[config.mk]
export PLATFORM = sky130hd
export DESIGN_NAME = crc_sched
export DESIGN_NICKNAME = d
export VERILOG_FILES = /design/src/rtl/crc_sched.sv
export SDC_FILE = /design/constraint.sdc
export NUM_CORES = 1
export LEC_CHECK = 0
export BUFFER_PORTS_ARGS = -buffer_cell sky130_fd_sc_hd__buf_2
export CAP_MARGIN = 25
export CORE_AREA = 2 2 93 95
export DETAILED_ROUTE_END_ITERATION = 8
export DIE_AREA = 0 0 95 97
export MAX_ROUTING_LAYER = met4
export PLACE_DENSITY = 0.86
export SLEW_MARGIN = 20
export SYNTH_ARGS = -nofsm -noshare
export SYNTH_HDL_FRONTEND = slang
export SYNTH_SLANG_ARGS = --single-unit
[constraint.sdc]
create_clock -name clk -period 2.6 [get_ports clk]
set_input_delay 0.39 -clock clk [delete_from_list [all_inputs] [get_ports clk]]
set_output_delay 0.39 -clock clk [all_outputs]
set_load 0.01 [all_outputs]
[src/rtl/crc_sched.sv]
// crc_sched: round-robin arbiter feeding a shared byte-serial CRC engine.
// One frame at a time; result held until the consumer takes it.
module crc_sched #(
  parameter int          NUM_REQ = 4,
  parameter int          WIDTH   = 32,
  parameter logic [31:0] POLY    = 32'h04C11DB7,
  parameter logic [31:0] INIT    = 32'hFFFFFFFF,
  parameter bit          REFIN   = 1'b1,
  parameter bit          REFOUT  = 1'b1,
  parameter logic [31:0] XOROUT  = 32'hFFFFFFFF
) (
  input  logic                       clk,
  input  logic                       rst_n,
  input  logic [NUM_REQ-1:0]         req_valid,
  input  logic [8*NUM_REQ-1:0]       req_data,
  input  logic [NUM_REQ-1:0]         req_last,
  output logic [NUM_REQ-1:0]         req_ready,
  output logic                       res_valid,
  input  logic                       res_ready,
  output logic [WIDTH-1:0]           res_crc,
  output logic [$clog2(NUM_REQ)-1:0] res_id,
  output logic                       busy
);

  localparam int IDW = $clog2(NUM_REQ);
  localparam logic [WIDTH-1:0] P   = POLY[WIDTH-1:0];
  localparam logic [WIDTH-1:0] INI = INIT[WIDTH-1:0];
  localparam logic [WIDTH-1:0] XO  = XOROUT[WIDTH-1:0];

  typedef enum logic [1:0] {IDLE, RUN, DONE} state_t;

  state_t           state;
  logic [IDW-1:0]   ptr;
  logic [IDW-1:0]   grant;
  logic [IDW-1:0]   pick;
  logic [IDW-1:0]   ptr_nxt;
  logic [WIDTH-1:0] crc;
  logic [WIDTH-1:0] crc_nxt;
  logic             hit;
  logic             g_valid;
  logic             g_last;
  logic [7:0]       g_data;

  function automatic logic [WIDTH-1:0] step(
    input logic [WIDTH-1:0] c,
    input logic [7:0]       d
  );
    logic [WIDTH-1:0] r;
    logic [7:0]       b;
    logic             fb;
    r = c;
    for (int j = 0; j < 8; j++)
      b[j] = REFIN ? d[7-j] : d[j];
    for (int j = 7; j >= 0; j--) begin
      fb = r[WIDTH-1] ^ b[j];
      r  = {r[WIDTH-2:0], 1'b0};
      if (fb) r = r ^ P;
    end
    return r;
  endfunction

  function automatic logic [WIDTH-1:0] fin(
    input logic [WIDTH-1:0] c
  );
    logic [WIDTH-1:0] r;
    for (int j = 0; j < WIDTH; j++)
      r[j] = REFOUT ? c[WIDTH-1-j] : c[j];
    return r ^ XO;
  endfunction

  // first pass: lowest index >= ptr; second pass covers the wrap
  always_comb begin
    pick = '0;
    hit  = 1'b0;
    for (int i = 0; i < NUM_REQ; i++) begin
      if (!hit && req_valid[i] && IDW'(i) >= ptr) begin
        hit  = 1'b1;
        pick = IDW'(i);
      end
    end
    for (int i = 0; i < NUM_REQ; i++) begin
      if (!hit && req_valid[i]) begin
        hit  = 1'b1;
        pick = IDW'(i);
      end
    end
  end

  always_comb begin
    g_valid   = 1'b0;
    g_last    = 1'b0;
    g_data    = '0;
    req_ready = '0;
    for (int i = 0; i < NUM_REQ; i++) begin
      if (grant == IDW'(i)) begin
        g_valid      = req_valid[i];
        g_last       = req_last[i];
        g_data       = req_data[8*i +: 8];
        req_ready[i] = (state == RUN);
      end
    end
  end

  assign crc_nxt   = step(crc, g_data);
  assign ptr_nxt   = (grant == IDW'(NUM_REQ-1)) ? '0 : grant + IDW'(1);
  assign res_valid = (state == DONE);
  assign busy      = (state != IDLE);

  always_ff @(posedge clk or negedge rst_n) begin
    if (!rst_n) begin
      state   <= IDLE;
      ptr     <= '0;
      grant   <= '0;
      crc     <= INI;
      res_crc <= '0;
      res_id  <= '0;
    end else begin
      unique case (state)
        IDLE: begin
          if (|req_valid) begin
            grant <= pick;
            crc   <= INI;
            state <= RUN;
          end
        end
        RUN: begin
          if (g_valid) begin
            crc <= crc_nxt;
            if (g_last) begin
              res_crc <= fin(crc_nxt);
              res_id  <= grant;
              state   <= DONE;
            end
          end
        end
        DONE: begin
          if (res_ready) begin
            ptr   <= ptr_nxt;
            state <= IDLE;
          end
        end
        default: state <= IDLE;
      endcase
    end
  end

endmodule

==> flow_metrics.env <==
export IMPL_clock_latency_ns=0.37
export IMPL_hold_viol=0
export IMPL_ctsHoldBuffers=0
export IMPL_dieArea_um2=9215
export IMPL_cp_data_required_time_ns=2.86
export IMPL_boundaryPins=83
export IMPL_worstReg2RegStart="grant[1]"
export IMPL_overflow=0
export IMPL_syn_area_per_cell_um2=11.57
export IMPL_grt_pass1_vias=3489
export IMPL_clockBufferDepth=2
export IMPL_dp_hpwl_um=6688
export IMPL_root_buffer="clkbuf_8"
export IMPL_final_setup_skew_ns=0.01760
export IMPL_io_buffers=82
export IMPL_fmax_ghz=0.3275
export IMPL_routedWlPerCell_um=26.88
export IMPL_start_kind="flip-flop"
export IMPL_final_common_cell="buf_2"
export IMPL_place_ws_ns=-0.1825
export IMPL_async_reset_ff_frac=1.000
export IMPL_grt_max_degree=73
export IMPL_crit_reg2reg_capture="res_crc[22]"
export IMPL_cp_max_fo=7
export IMPL_cts_buffers=9
export IMPL_ys_flop_type="dfrtp_1"
export IMPL_die_x_um=95
export IMPL_critical_path_class="flip-flop to flip-flop"
export IMPL_syn_nets=392
export IMPL_seq_area_frac_synth=0.4614
export IMPL_r2r_setup_slack_ns=-0.45
export IMPL_area_delta_synth_final_pct=57.90
export IMPL_worst_setup_hold_path_clk_slew_ns=0.09
export IMPL_critPathArrivalTime_ns=3.31
export IMPL_hold_ws_ns=0.02701
export IMPL_grt_pass1_wl_um=17620
export IMPL_drive_gt1_frac=0.6726
export IMPL_grt_use_total=0.2621
export IMPL_fin_ws_ns=-0.4537
export IMPL_reg2reg_depth=14
export IMPL_setup_viol=67
export IMPL_period_share=1.175
export IMPL_dr_pass1_iters=5
export IMPL_antenna_found_initial=1
export IMPL_drv_cap=0
export IMPL_avgViaCountPerCell=6.331
export IMPL_clkSinkCount=72
export IMPL_fin_cells=613
export IMPL_wirelength_um=16480
export IMPL_gp_congestion=0.8810
export IMPL_drtIter0Drc=408
export IMPL_violations="negative setup slack"
export IMPL_drc=0
export IMPL_rsz0062_at_grt="true"
export IMPL_tightest_slew_ns=0.6724
export IMPL_fin_crit_ns=3.054
export IMPL_status="finished with violations"
export IMPL_nNetsFinal=549
export IMPL_layout_common_cells="buf_2, buf_4, dfrtp_1, dfstp_2, buf_6"
export IMPL_fp_row_count=33
export IMPL_synth_edff_count=0
export IMPL_die_h_um=97
export IMPL_cp_end_kind="flip-flop"
export IMPL_initial_core_util=0.4907
export IMPL_synth_warnings=0
export IMPL_hp_class="primary input to async pin"
export IMPL_ys_ff_latch=72
export IMPL_cts_tree="done"
export IMPL_yosysUniqueCellTypes=42
export IMPL_num_vias=3881
export IMPL_synth_cells=345
export IMPL_coreArea_um2=8134
export IMPL_placed_cells=550
export IMPL_ctsHtreeMaxLevel=3
export IMPL_report_final_slew_viol_count=0
export IMPL_syn_area_um2=3991
export IMPL_maxSlewHeadroom=0.5517
export IMPL_postRouteAntennaNets=0
-- synthesized netlist by cell type, drive strengths merged, types with 6 or more instances --
cell type | n | area (µm²)
xor2 | 11 | 96.34
a22oi | 8 | 60.06
xnor3 | 13 | 295.3
nor3 | 27 | 135.1
a21o | 6 | 45.04
a21oi | 38 | 193.9
dfstp | 32 | 840.8
dfrtp | 40 | 1001
mux2 | 27 | 304.0
clkbuf | 15 | 56.30
o22ai | 9 | 56.30
nor2 | 16 | 62.56
inv | 7 | 26.27
xnor2 | 37 | 384.1
o21ai | 13 | 65.06
nand2 | 13 | 48.80
-- flip-flops by register name (all words and copies together) (netlist names) --
name,count
crc,32
res_crc,32
grant,2
ptr,2
res_id,2
state,2
-- cell type report --
type,instances,area [µm²]
clock inverter,6,115.1
sequential,72,1843
multi-input combinational,246,2710
antenna,1,2.502
clock buffer,10,127.6
inverter,8,30.03
fill,368,1832
tap,105,131.4
timing repair buffer,165,1343
-- repair_timing --
action	4_1_cts	5_1_grt
buffers inserted	27	13
gates resized for setup	42	106
gates cloned	0	10
pin swaps	25	31
setup endpoints to repair	33	64
-- worst max-delay path, cell delays in order, from the launching register on --
cell	delay [ns]
dfrtp_1	0.42
inv_2	0.11
ha_4	0.20
buf_12	0.13
nor2b_1	0.10
buf_4	0.18
buf_6	0.12
a22oi_2	0.06
a21oi_2	0.29
xnor2_2	0.13
buf_6	0.16
buf_12	0.13
xnor2_4	0.22
xnor3_1	0.39
mux2_2	0.30
-- per-layer routing --
metal	global-route usage	wire length, µm	vias up
li1	-	-	1528
met1	0.2959	6004	1908
met2	0.4544	7819	330
met3	0.04673	1481	115
met4	0.1048	1170	0
met5	-	0	-
-- worst max-delay path by stage --
stage | start | end | slack, ns
2_1_floorplan | grant[0] | res_crc[26] | -0.11
3_3_place_gp | grant[0] | res_crc[19] | -0.10
3_5_place_dp | grant[0] | res_crc[18] | -0.18
4_1_cts | grant[0] | res_crc[18] | -0.15
5_1_grt | grant[1] | res_crc[16] | -0.46
6_report | grant[1] | res_crc[22] | -0.45
-- cells by family after synthesis --
family          count (synthesis)  share of synthesized area
compound gates                 80                     0.1210
flops                          72                     0.4614
simple gates                   71                    0.08778
xor+xnor                       64                     0.2122
buf+inv                        27                    0.02884
mux                            27                    0.07618
fa+ha+maj                       4                    0.01254
-- through the flow --
step                TNS [ns]  utilization  instance area [µm²]
detailed placement    -1.931       0.5950                 4840
finish                -15.22       0.7748                 6302
global route          -16.31       0.7748                 6302
floorplan            -0.2252            -                 4058
global placement     -0.7428       0.5950                 4840
CTS                   -1.288       0.6796                 5528
Power is not shown: default switching activity piles up to over one toggle a cycle in this logic, so the estimate is an artifact.
